<file path="config.mk">
export PLATFORM = sky130hd
export DESIGN_NAME = mem_stage
export DESIGN_NICKNAME = d
export VERILOG_FILES = /design/src/rtl/mem_stage.sv
export SDC_FILE = /design/constraint.sdc
export NUM_CORES = 1
export LEC_CHECK = 0
export ABC_AREA = 0
export CELL_PAD_IN_SITES_DETAIL_PLACEMENT = 1
export CELL_PAD_IN_SITES_GLOBAL_PLACEMENT = 2
export CORE_AREA = 10 10 161 163
export CTS_CLUSTER_DIAMETER = 40
export DETAILED_ROUTE_END_ITERATION = 8
export DIE_AREA = 0 0 171 173
export PLACE_DENSITY_LB_ADDON = 0.1
export SLEW_MARGIN = 20
export SYNTH_ARGS = -nofsm -noshare
export SYNTH_HDL_FRONTEND = slang
export SYNTH_SLANG_ARGS = --single-unit
</file>
<file path="constraint.sdc">
create_clock -name clk -period 6.75 [get_ports clk]
set_clock_uncertainty 0.1 [all_clocks]
set_input_delay 0.675 -clock clk [delete_from_list [all_inputs] [get_ports clk]]
set_output_delay 0.675 -clock clk [all_outputs]
set_load 0.05 [all_outputs]
</file>
<file path="src/rtl/mem_stage.sv">
// Memory access stage: issues aligned loads/stores to the data memory,
// extracts and extends load data, and passes ALU results through to writeback.
module mem_stage #(
    parameter int unsigned XLEN = 32
) (
    input  logic            clk,
    input  logic            rst_n,
    input  logic            ex_valid,
    output logic            ex_ready,
    input  logic [XLEN-1:0] alu_result,
    input  logic            rd_wren,
    input  logic [XLEN-1:0] rs2,
    input  logic            mem_rd,
    input  logic            mem_wr,
    input  logic [2:0]      funct3,
    input  logic [4:0]      rd,
    output logic            dmem_req,
    output logic            dmem_we,
    output logic [XLEN-1:0] dmem_addr,
    output logic [3:0]      dmem_be,
    output logic [XLEN-1:0] dmem_wdata,
    input  logic            dmem_ready,
    input  logic            dmem_rvalid,
    input  logic [XLEN-1:0] dmem_rdata,
    output logic            wb_valid,
    output logic [XLEN-1:0] wb_data,
    output logic [4:0]      wb_rd,
    output logic            wb_wren,
    output logic            misalign
);

    typedef enum logic [1:0] {
        S_IDLE,
        S_REQ,
        S_WAIT
    } state_e;

    state_e          state_q, state_d;
    logic [XLEN-1:0] addr_q, addr_d;
    logic [XLEN-1:0] wdata_q, wdata_d;
    logic [3:0]      be_q, be_d;
    logic            we_q, we_d;
    logic [2:0]      funct3_q, funct3_d;
    logic [4:0]      rd_q, rd_d;
    logic            wb_valid_q, wb_valid_d;
    logic [XLEN-1:0] wb_data_q, wb_data_d;
    logic [4:0]      wb_rd_q, wb_rd_d;
    logic            wb_wren_q, wb_wren_d;
    logic            misalign_q, misalign_d;

    logic            is_mem;
    logic            aligned;
    logic [3:0]      st_be;
    logic [XLEN-1:0] st_wdata;
    logic [XLEN-1:0] ld_lane;
    logic [XLEN-1:0] ld_val;

    assign is_mem = mem_rd || mem_wr;

    // Access size comes from funct3[1:0]; funct3[2] only selects zero extension.
    always_comb begin
        aligned  = 1'b1;
        st_be    = 4'b1111;
        st_wdata = rs2;
        unique case (funct3[1:0])
            2'b00: begin
                aligned  = 1'b1;
                st_be    = 4'b0001 << alu_result[1:0];
                st_wdata = {(XLEN/8){rs2[7:0]}};
            end
            2'b01: begin
                aligned  = (alu_result[0] == 1'b0);
                st_be    = 4'b0011 << alu_result[1:0];
                st_wdata = {(XLEN/16){rs2[15:0]}};
            end
            default: begin
                aligned  = (alu_result[1:0] == 2'b00);
                st_be    = 4'b1111;
                st_wdata = rs2;
            end
        endcase
    end

    always_comb begin
        ld_lane = dmem_rdata >> {addr_q[1:0], 3'b000};
        unique case (funct3_q)
            3'b000:  ld_val = {{(XLEN-8){ld_lane[7]}}, ld_lane[7:0]};
            3'b001:  ld_val = {{(XLEN-16){ld_lane[15]}}, ld_lane[15:0]};
            3'b100:  ld_val = {{(XLEN-8){1'b0}}, ld_lane[7:0]};
            3'b101:  ld_val = {{(XLEN-16){1'b0}}, ld_lane[15:0]};
            default: ld_val = dmem_rdata;
        endcase
    end

    always_comb begin
        state_d    = state_q;
        addr_d     = addr_q;
        wdata_d    = wdata_q;
        be_d       = be_q;
        we_d       = we_q;
        funct3_d   = funct3_q;
        rd_d       = rd_q;
        wb_data_d  = wb_data_q;
        wb_rd_d    = wb_rd_q;
        wb_valid_d = 1'b0;
        wb_wren_d  = 1'b0;
        misalign_d = 1'b0;

        unique case (state_q)
            S_IDLE: begin
                if (ex_valid) begin
                    if (!is_mem) begin
                        wb_valid_d = 1'b1;
                        wb_data_d  = alu_result;
                        wb_rd_d    = rd;
                        wb_wren_d  = rd_wren && (rd != 5'd0);
                    end else if (!aligned) begin
                        wb_valid_d = 1'b1;
                        wb_rd_d    = rd;
                        misalign_d = 1'b1;
                    end else begin
                        addr_d   = alu_result;
                        wdata_d  = st_wdata;
                        be_d     = mem_wr ? st_be : 4'b1111;
                        we_d     = mem_wr;
                        funct3_d = funct3;
                        rd_d     = rd;
                        state_d  = S_REQ;
                    end
                end
            end
            S_REQ: begin
                if (dmem_ready) begin
                    if (we_q) begin
                        wb_valid_d = 1'b1;
                        wb_rd_d    = rd_q;
                        state_d    = S_IDLE;
                    end else if (dmem_rvalid) begin
                        wb_valid_d = 1'b1;
                        wb_data_d  = ld_val;
                        wb_rd_d    = rd_q;
                        wb_wren_d  = (rd_q != 5'd0);
                        state_d    = S_IDLE;
                    end else begin
                        state_d = S_WAIT;
                    end
                end
            end
            S_WAIT: begin
                if (dmem_rvalid) begin
                    wb_valid_d = 1'b1;
                    wb_data_d  = ld_val;
                    wb_rd_d    = rd_q;
                    wb_wren_d  = (rd_q != 5'd0);
                    state_d    = S_IDLE;
                end
            end
            default: state_d = S_IDLE;
        endcase
    end

    always_ff @(posedge clk or negedge rst_n) begin
        if (!rst_n) begin
            state_q    <= S_IDLE;
            addr_q     <= '0;
            wdata_q    <= '0;
            be_q       <= '0;
            we_q       <= 1'b0;
            funct3_q   <= '0;
            rd_q       <= '0;
            wb_valid_q <= 1'b0;
            wb_data_q  <= '0;
            wb_rd_q    <= '0;
            wb_wren_q  <= 1'b0;
            misalign_q <= 1'b0;
        end else begin
            state_q    <= state_d;
            addr_q     <= addr_d;
            wdata_q    <= wdata_d;
            be_q       <= be_d;
            we_q       <= we_d;
            funct3_q   <= funct3_d;
            rd_q       <= rd_d;
            wb_valid_q <= wb_valid_d;
            wb_data_q  <= wb_data_d;
            wb_rd_q    <= wb_rd_d;
            wb_wren_q  <= wb_wren_d;
            misalign_q <= misalign_d;
        end
    end

    // Memory-side controls are gated by state so they drop to zero as soon as reset hits.
    assign ex_ready   = (state_q == S_IDLE);
    assign dmem_req   = (state_q == S_REQ);
    assign dmem_we    = (state_q == S_REQ) && we_q;
    assign dmem_be    = (state_q == S_REQ) ? be_q : 4'b0000;
    assign dmem_addr  = {addr_q[XLEN-1:2], 2'b00};
    assign dmem_wdata = wdata_q;
    assign wb_valid   = wb_valid_q;
    assign wb_data    = wb_data_q;
    assign wb_rd      = wb_rd_q;
    assign wb_wren    = wb_wren_q;
    assign misalign   = misalign_q;

endmodule

</file>
Yosys cells after proc, flatten, opt, wreduce, memory -nomap -nowiden
Index checks and enable logic that the tools add are counted.

word-level totals
  register bits = 119
  input port bits = 112
  output and inout port bits = 111
  word-level logic and storage cells = 87

cells by class
  eq/ne operators = 14
  shift operators = 3
  mux-type cells = 43
  bitwise operators = 1
  reductions and logical operators = 14

operators by type and width
  cell                                                   number
  2-to-1 mux 32 bit                                      5
  case mux 32 bit (4 select lines)                       1
  case mux 32 bit (3 select lines)                       1
  case mux 32 bit (2 select lines)                       1
  >> shifter 32 x 5 -> 16 bit                            1
  2-to-1 mux 5 bit                                       6
  case mux 5 bit (3 select lines)                        1
  2-to-1 mux 1 bit                                       14
  2-to-1 mux 2 bit                                       7
  AND reduction 5 bit                                    2
  nonzero test 5 bit                                     2
  2-to-1 mux 4 bit                                       2
  inequality test 2 bit, second input constant           4
  case mux 4 bit (2 select lines)                        1
  AND reduction 4 bit                                    2
  == test 3 bit, second input constant                   2
  zero test 2 bit                                        3
  inequality test 2 x 1 -> 1 bit, second input constant  3
  case mux 1 bit (3 select lines)                        2
  case mux 2 bit (3 select lines)                        1
  == test 2 x 1 -> 1 bit, second input constant          2
  left shift 1 x 2 -> 4 bit, first input constant        1
  left shift 2 x 2 -> 4 bit, first input constant        1
  == test 3 x 1 -> 1 bit, second input constant          1
  other kinds (8)                                        9

Logic depth before layout (Yosys ltp)
Gate-level depths: netlist of run 1.

  depth in word-level cells = 6
  gate-level depth with buffers = 10
  depth with buffers taken out = 7

Worst setup path after synthesis of run 1
OpenSTA, ideal clock, no wires.

  kind = reg2reg
  from = reg state_q[0]
  to = reg wb_data_q[20] (netlist: wb_data[20])
  setup time = 0.069 ns
  data arrival time = 2.443 ns
  data required time = 6.581 ns
  setup slack = 4.137 ns
  cell stages (with the launch flop) = 10
  cells stage by stage = dfrtp_1 > inv_1 > ha_1 > buf_2 > inv_2 > o221ai_2 > or4_1 > a2111o_1 > buf_6 > nand3_1

on the way
  cells in the longest elaborated chain, start to end = 3
  elaborated cells between the ends (all ways) = 10

RTL lines
  item                                                                   RTL line  text
  from (decl)                                                            38        state_e state_q, state_d;
  from (signal assigned)                                                 177       state_q <= state_d;
  zero test 2 bit (*)                                                    n/a
  named net ex_ready                                                     9         output logic ex_ready,
  inequality test 2 bit (no line) or nonzero test 3 bit (tied branches)  n/a
  AND reduction 5 bit (no line)                                          n/a
  to (signal assigned)                                                   185       wb_data_q <= wb_data_d;
  to (decl)                                                              46        logic [XLEN-1:0] wb_data_q, wb_data_d;

Mark *: on every way through the listed nets, which the timed path passes. The rest lies on a longest branch.
A chain may end at the register's enable or synchronous reset.

Final worst setup path of run 1
  from = in funct3[0]
  to = reg be_q[1]

on the way
  cells in the longest elaborated chain, start to end = 3
  elaborated cells between the ends (all ways) = 6

RTL lines
  item                                                                                RTL line  text
  from (decl)                                                                         15        input logic [2:0] funct3,
  == test 2 x 1 -> 1 bit or zero test 2 bit (tied branches)                           65        unique case (funct3[1:0])
  case mux 1 bit (2 select lines) or case mux 4 bit (2 select lines) (tied branches)  65
  AND reduction 4 bit (no line) or 2-to-1 mux 4 bit (tied branches)                   n/a
  to (signal assigned)                                                                167       be_q <= '0;
  to (signal assigned)                                                                180       be_q <= be_d;
  to (decl)                                                                           41        logic [3:0] be_q, be_d;

Parallel ways exist; a longest one is shown, timed or not.

==> impl_metrics.toml, run 1 <==
[outcome]
status = "finished clean"

[routing]
drc_errors = 0
drtIter0Drc = 276
ant_nets = 0
firstDrtPassIters = 4
routedWlPerCell_um = 20.9
via_per_inst = 4.82
routed_wl_um = 24200
vias = 5582

[final_layout]
stdcell_count = 1159
syn_to_final_growth_pct = 47.6
nFillCells = 2596
layout-drive-gt1-share_pct = 5.96
nets = 975

[logic_synthesis]
netlist_area_um2 = 6000
syn_inst = 683
ys_ff_latch = 119
ys_warn_count = 0
synth_seq_area_share_pct = 49.6
synth_commonest_cells = "nand2_1 (210), dfrtp_1 (119), mux2i_1 (40), o21ai_0 (40), nor2_1 (34)"
synth.area.top_cells = "dfrtp_1 (50%), nand2_1 (13%), mux2i_1 (6.7%), buf_4 (4.1%), o21ai_0 (3.3%)"
synth_enable_flop_cells = 0
avgSynthCellArea_um2 = 8.79
synth-main-ff-cell = "dfrtp_1"
yosysMostFrequentCell = "nand2_1"
synth_top_cell_by_area = "dfrtp_1"
synth_top_area_share_pct = 49.6
synthArstFlopShare_pct = 100
ys_types = 48

[timing]
slew_violations = 0
hold_viol = 0
maxSlewHeadroom_pct = 30.0
rsz0062_at_grt = "false"
hold_ws_ns = 0.124
setup_viol_count_final = 0
setup_tns_ns = 0
min_period_ns = 3.24
max_freq_ghz = 0.308
worstMarginPinSlew_ns = 1.05
finalCritPeriodShare_pct = 48.1

[global_routing]
grt_pass1_vias = 6207
gr-total-overflow = 0
antenna_found_initial = 2
grt_max_degree = 62
grt_pass1_wl_um = 37300
grt_usage_pct = 16.3

[placed_design]
gp_congestion = 0.799
numPortBuffers = 220
dp_hpwl_um = 18100
dpl.cell_count = 1125

[floorplan]
rows = 55
ioPinCount = 223
die_width_um = 171
core_area_um2 = 22600
initial_core_util_pct = 26.6
die_area_um2 = 29600
die_h_um = 173

[critical_path]
crit_path_max_incr_delay_ns = 0.95
slowest_stage = "clkdlybuf4s50_1"
critPathMaxFanout = 55
cp-start-kind = "input pin"
crit_arrival_ns = 3.41
crit_required_ns = 6.91
cp-end-kind = "flop"
worstSetupPathType = "input pin to flop"
path_cells = "clkdlybuf4s50_1 -> a21oi_1 -> o22a_1 -> nand3_4 -> buf_4 -> o21ai_0"

[clock_network]
clk_latency_ns = 0.41
post_cts_buffers = 0
cts_root_buf = "clkbuf_16"
cts_tree = "done"
path_clk_slew_ns = 0.06
hold_buffers = 0
cts.sinks = 119
postCtsResizedCells = 0
numCtsBuffers = 17
h-tree-depth = 4
cts_max_path_buffers = 2

[power]
vdd_drop_max_uv = 270
p_per_area_nw_per_um2 = 588
p_leak_uw = 0.00392
finalPower_uw = 5210

[hold_path]
min_path_type = "input pin to async pin"

[run]
cap_violations = 0
critical path: cells and delay by family:
| kind | cells | cell delay (ns) |
|---|---|---|
| AO/OA/AOI/OAI | 3 | 0.68 |
| buffers and inverters | 2 | 1.51 |
| AND/OR/NAND/NOR | 1 | 0.44 |
flip-flops by register name (all words and copies together) (netlist names):
name	cells
addr_q	32
dmem_wdata	32
wb_data	32
rd_q	5
wb_rd	5
be_q	4
funct3_q	3
state_q	2
misalign	1
wb_valid	1
wb_wren	1
we_q	1
final cells by class:
class                   instances  area [um^2]  area share, %
multi-input cells             477         2610           29.4
clock inverters                11          124           1.40
diodes                          2         5.00         0.0565
repair buffers                227         2260           25.5
inverters                      17         68.8          0.776
flip-flops and latches        119         2980           33.6
clock buffers                  21          470           5.31
well taps                     285          357           4.02
cells in the final DEF, fill, tap and decap left out, drive strengths merged, types with 5 or more instances in the layout:
cell and n:
a21oi 31, a221oi 9, a22oi 15, a32oi 6, buf 8, clkbuf 21, clkdlybuf4s50 219, clkinvlp 6
dfrtp 119, inv 16, mux2i 40, nand2 210, nand3 17, nor2 35, nor2b 7, nor3 5
o21a 6, o21ai 40, o22ai 11, o2bb2ai 5
layer usage:
metal / up-vias / global-route usage (%) / wire length, um
met5: - / 0 / 0
met3: 16 / 6.56 / 2090
met4: 0 / 4.89 / 298
met1: 2770 / 19.6 / 10400
li1: 2634 / - / -
met2: 162 / 25.9 / 11400
logic make-up (layout without fill, tap and decap cells):
group / after synthesis / count (layout) / share of synthesized area, %
buffers and inverters: 88 / 276 / 7.79
muxes: 41 / 41 / 7.04
AOI/OAI and AO/OA: 139 / 139 / 14.8
and+or+nand+nor: 291 / 291 / 19.9
other: 1 / 4 / 0.0625
adders and majority gates: 4 / 4 / 0.834
DFF: 119 / 119 / 49.6
power by group:
part | internal (uW) | switching [uW] | leakage [uW]
registers | 1060 | 260 | 0.00146
logic | 974 | 1990 | 0.00219
clock network | 572 | 350 | 0.000273
final timing paths:
kind	slack (ns)	cells after the start	endpoint	from
worst min register to register	0.36	2	be_q[2]	be_q[2]
worst max register to register	3.86	7	wb_data[6]	state_q[1]
worst max-delay path	3.51	6	be_q[1]	funct3[0]
min in group clk	0.36	2	be_q[2]	be_q[2]
worst min-delay path	0.12	1	dmem_wdata[11]	rst_n
max in group asynchronous	5.09	2	dmem_wdata[2]	rst_n
metrics by stage:
| step | utilization, % | instance area, um^2 | worst slack, ns |
|---|---|---|---|
| 6_report | 39.3 | 8860 | 3.51 |
| 3_5_place_dp | 36.6 | 8260 | 3.03 |
| 4_1_cts | 39.2 | 8850 | 3.47 |
| 5_1_grt | 39.3 | 8860 | 3.24 |
| 3_3_place_gp | 36.6 | 8260 | 3.15 |
| 2_1_floorplan | - | 6010 | 4.14 |
Note: power is estimated with default switching activity, not from simulation.
==> run 2: changes to the inputs <==
--- a/config.mk
+++ b/config.mk
@@ -8,10 +8,10 @@
 export ABC_AREA = 0
 export CELL_PAD_IN_SITES_DETAIL_PLACEMENT = 1
 export CELL_PAD_IN_SITES_GLOBAL_PLACEMENT = 2
-export CORE_AREA = 10 10 161 163
+export CORE_AREA = 10 10 166 168
 export CTS_CLUSTER_DIAMETER = 40
 export DETAILED_ROUTE_END_ITERATION = 8
-export DIE_AREA = 0 0 171 173
+export DIE_AREA = 0 0 176 178
 export PLACE_DENSITY_LB_ADDON = 0.1
 export SLEW_MARGIN = 20
 export SYNTH_ARGS = -nofsm -noshare
==> constraint.sdc (replaced) <==
create_clock -name clk -period 3 [get_ports clk]
set_clock_uncertainty 0.1 [all_clocks]
set_input_delay 0.3 -clock clk [delete_from_list [all_inputs] [get_ports clk]]
set_output_delay 0.3 -clock clk [all_outputs]
set_load 0.05 [all_outputs]
==> run 2 against run 1 <==
Against the previous run:
- wire length shrank 0.26%
- sequential power grew 120%
- clock power grew 130%
- via count shrank 0.86%
- final cell count grew 4.4%
- power grew 130%
- design area grew 1.9%
- die area grew 5.9%
- combinational power grew 130%
- non-clock buffer count grew 13
- largest cell class unchanged
==> impl_metrics.toml, run 2 (synthesis results as in run 1) <==
[final_layout]
layout_commonest_cell = "clkdlybuf4s50_1"
stdcell_count = 1210
nets = 988
syn_to_final_growth_pct = 50.4
layout_common_cells = "clkdlybuf4s50_1 (219), nand2_1 (210), dfrtp_1 (119)"
final_area_um2 = 9030
nFillCells = 2814
layout-drive-gt1-share_pct = 7.12

[timing]
maxSlewHeadroom_pct = 33.8
finalCritPeriodShare_pct = 90.1
max_freq_ghz = 0.370
worstMarginPinSlew_ns = 0.989
slew_violations = 0
hold_viol = 0
setup_tns_ns = 0
setup_viol_count_final = 0
setup_ws_ns = 0.296
min_period_ns = 2.70
rsz0062_at_grt = "false"

[global_routing]
antenna_found_initial = 1
grt_pass1_wl_um = 37200
gr-total-overflow = 0
grt_max_degree = 62
grt_pass1_vias = 6237
grt_usage_pct = 15.4

[placed_design]
dp_hpwl_um = 18400
numPortBuffers = 220
gp_congestion = 0.767
place_area_um2 = 8420
dpl.cell_count = 1176
pre_cts_ws_ns = 0.160

[clock_network]
cts_max_path_buffers = 2
postCtsResizedCells = 0
clk_latency_ns = 0.41
h-tree-depth = 4
path_clk_slew_ns = 0.06
cts_root_buf = "clkbuf_16"
cts_tree = "done"
cts.sinks = 119
numCtsBuffers = 17

[critical_path]
crit_required_ns = 2.60
cp-start-kind = "flop"
critPathMaxFanout = 10
worstSetupPathType = "flop to primary output"
crit_arrival_ns = 2.30
cp-end-kind = "primary output"

[outcome]
status = "finished clean"

[power]
finalPower_uw = 11800
seqPwrFrac_pct = 24.8
p_switching_uw = 5840
combPwrFrac_pct = 57.2
swShare_pct = 49.4
p_per_area_nw_per_um2 = 1310
vdd_drop_max_uv = 452
p_leak_uw = 0.00400
internal-power_uw = 5980
power_frac_clock_pct = 18.0

[routing]
via_per_inst = 4.57
ant_nets = 0
routedWlPerCell_um = 19.9
vias = 5534
drc_errors = 0
routed_wl_um = 24100
firstDrtPassIters = 4
drtIter0Drc = 343

[floorplan]
die_area_um2 = 31300
die_width_um = 176
initial_core_util_pct = 24.9
die_h_um = 178
rows = 57
ioPinCount = 223
core_area_um2 = 24100

[hold_path]
min_path_type = "input pin to async pin"

[run]
cap_violations = 0
[run 2: layout make-up]
type | instances | area, um^2 | share of cell area, %
Clock inverter | 12 | 153 | 1.69
Antenna cell | 1 | 2.50 | 0.0277
Inverter | 17 | 68.8 | 0.762
Tap cell | 324 | 405 | 4.49
Sequential cell | 119 | 2980 | 33.0
Timing Repair Buffer | 240 | 2380 | 26.4
Clock buffer | 20 | 447 | 4.94
Multi-Input combinational cell | 477 | 2600 | 28.8
[run 2: per-layer routing]
layer  up-vias  global-route usage (%)  part of all wire, %
li1       2665                       -                    -
met1      2688                    18.6                   43
met2       165                    24.6                   47
met3        14                    6.55                  8.6
met4         2                    4.24                 0.89
met5         -                       0                0.083
[run 2: repair_timing]
action                                 4_1_cts  5_1_grt
hold buffers                                 1        0
endpoints found under the hold margin       60        0
setup buffers                                0        0
setup endpoints to repair                    0        0
[run 2: worst paths after layout]
check	from	to	slack (ns)	cells after the start
setup / recovery	state_q[1]	dmem_we	0.30	5
hold / removal	rst_n	rd_q[3]	0.34	2
setup reg to reg	state_q[0]	wb_data[30]	0.30	7
hold reg to reg	be_q[2]	be_q[2]	0.36	2
max in group asynchronous	rst_n	wb_data[15]	1.64	3
min in group clk	alu_result[3]	addr_q[3]	0.36	3
[run 2: worst max-delay path: stages, from the launching register on]
cell and delay, ns:
dfrtp_1 0.40, inv_1 0.12, ha_1 0.35, nand2_1 0.13
inv_1 0.08, clkdlybuf4s50_1 0.80
[run 2: power by group through the flow]
stage               clock (uW)  combinational (uW)  sequential (uW)
floorplan                    0                3180             4360
global placement             0                6750             2910
detailed placement           0                6860             2960
CTS                       2190                6880             2950
global route              2260                7270             3060
finish                    2130                6760             2930
[run 2: through the flow]
step           hold WS [ns]  util, %
6_report              0.345     37.5
5_1_grt               0.364     37.5
4_1_cts               0.341     37.5
3_5_place_dp          0.244     34.9
3_3_place_gp          0.251     34.9
2_1_floorplan       -0.0956        -
==> run 3: changes to the inputs <==
--- a/config.mk
+++ b/config.mk
@@ -13,6 +13,7 @@
 export DETAILED_ROUTE_END_ITERATION = 8
 export DIE_AREA = 0 0 176 178
 export PLACE_DENSITY_LB_ADDON = 0.1
+export SETUP_SLACK_MARGIN = 0.15
 export SLEW_MARGIN = 20
 export SYNTH_ARGS = -nofsm -noshare
 export SYNTH_HDL_FRONTEND = slang
==> run 3 against run 2 <==
Against the previous run:
- design area is essentially flat
- final cell count is the same
- via count is essentially flat
- core utilization is essentially flat
- worst hold slack is essentially flat
- critical path type unchanged
- largest cell class unchanged
- highest routed layer unchanged
==> impl_metrics.toml, run 3 (synthesis results as in run 1) <==
[timing]
max_freq_ghz = 0.370
finalCritPeriodShare_pct = 90.2
worstMarginPinSlew_ns = 0.989
min_period_ns = 2.71
hold_viol = 0
maxSlewHeadroom_pct = 33.8
setup_ws_ns = 0.295
setup_tns_ns = 0
setup_viol_count_final = 0
slew_violations = 0
rsz0062_at_grt = "false"

[floorplan]
die_area_um2 = 31300
initial_core_util_pct = 24.9
die_width_um = 176
die_h_um = 178
core_area_um2 = 24100
ioPinCount = 223
rows = 57

[clock_network]
numCtsBuffers = 17
cts_root_buf = "clkbuf_16"
cts_tree = "done"
cts.sinks = 119
cts_max_path_buffers = 2
clk_latency_ns = 0.41
path_clk_slew_ns = 0.06
h-tree-depth = 4

[critical_path]
worstSetupPathType = "flop to primary output"
r2r_start = "state_q[0]"
slowest_stage = "clkdlybuf4s50_1"
crit_arrival_ns = 2.31
critical_path.startpoint = "state_q[1]"
cp-start-kind = "flop"
crit_path_max_incr_delay_ns = 0.80
critPathMaxFanout = 10
cp-end-kind = "primary output"
cpMostUsedCell = "inv_1"
crit_required_ns = 2.60
path_cells = "inv_1 -> ha_1 -> nand2_1 -> inv_1 -> clkdlybuf4s50_1"

[final_layout]
layout-drive-gt1-share_pct = 7.23
nets = 988
layout_commonest_cell = "clkdlybuf4s50_1"
layout_common_cells = "clkdlybuf4s50_1 (219), nand2_1 (210), dfrtp_1 (119)"
final_area_um2 = 9030
nFillCells = 2813
stdcell_count = 1210
syn_to_final_growth_pct = 50.5

[placed_design]
gp_congestion = 0.767
numPortBuffers = 220
place_area_um2 = 8420
dpl.cell_count = 1176
dp_hpwl_um = 18400
pre_cts_ws_ns = 0.160

[global_routing]
grt_pass1_vias = 6237
grt_pass1_wl_um = 37200
gr-total-overflow = 0
grt_max_degree = 62
grt_usage_pct = 15.4
antenna_found_initial = 1

[power]
vdd_drop_max_uv = 452
p_leak_uw = 0.00400
p_per_area_nw_per_um2 = 1310
finalPower_uw = 11800

[routing]
routed_wl_um = 24100
vias = 5537
firstDrtPassIters = 4
drtIter0Drc = 345
routedWlPerCell_um = 20.0
via_per_inst = 4.58
drc_errors = 0
ant_nets = 0

[outcome]
status = "finished clean"

[hold_path]
min_path_type = "input pin to async pin"

[run]
cap_violations = 0
run 3: cell counts in the layout (fill, tap and decap cells not counted):
No cell type changed its count.
run 3: final timing paths:
| path | slack (ns) | cells after the start | to |
|---|---|---|---|
| max in group asynchronous | 1.64 | 3 | wb_data[15] |
| hold reg to reg | 0.36 | 2 | be_q[2] |
| setup reg to reg | 0.36 | 7 | wb_data[30] |
| min in group clk | 0.36 | 3 | addr_q[3] |
| hold / removal | 0.34 | 2 | rd_q[3] |
| setup / recovery | 0.29 | 5 | dmem_we |
run 3: power breakdown:
part / switching, uW / internal, uW
clock network: 801 / 1330
logic: 4510 / 2260
registers: 536 / 2390
run 3: area by class of cell:
| cell class | count | area [um^2] | share of cell area [%] |
|---|---|---|---|
| clock inverters | 12 | 153 | 1.69 |
| flip-flops and latches | 119 | 2980 | 33.0 |
| inverters | 17 | 68.8 | 0.762 |
| multi-input cells | 477 | 2600 | 28.8 |
| clock buffers | 20 | 447 | 4.94 |
| diodes | 1 | 2.50 | 0.0277 |
| well taps | 324 | 405 | 4.49 |
| repair buffers | 240 | 2380 | 26.4 |
run 3: stage by stage:
| step | hold slack (ns) | util [%] |
|---|---|---|
| final | 0.345 | 37.5 |
| after global routing | 0.364 | 37.5 |
| after CTS | 0.341 | 37.5 |
| after detailed placement | 0.244 | 34.9 |
| after global placement | 0.251 | 34.9 |
| after floorplan | -0.0956 | - |
run 3: metal layers:
layer  GRT usage, %  part of all wire [%]  wire [um]
met1           18.6                    43      10500
met2           24.6                    47      11400
met3           6.55                   8.6       2070
met4           4.24                  0.89        214
met5              0                 0.083         20
run 3: what timing repair did:
item / 4_1_cts / 5_1_grt
hold endpoints to repair: 60 / 0
setup endpoints to repair: 0 / 1
resized for setup: 0 / 1
setup buffers: 0 / 0
hold buffers: 1 / 0
run 3: worst max-delay path: cells and delay by family, from the launching register on:
| family | cells | cell delay (ns) |
|---|---|---|
| buffers and inverters | 3 | 1.00 |
| flip-flops | 1 | 0.40 |
| adder cells (fa/ha/maj) | 1 | 0.35 |
| AND/OR/NAND/NOR | 1 | 0.13 |
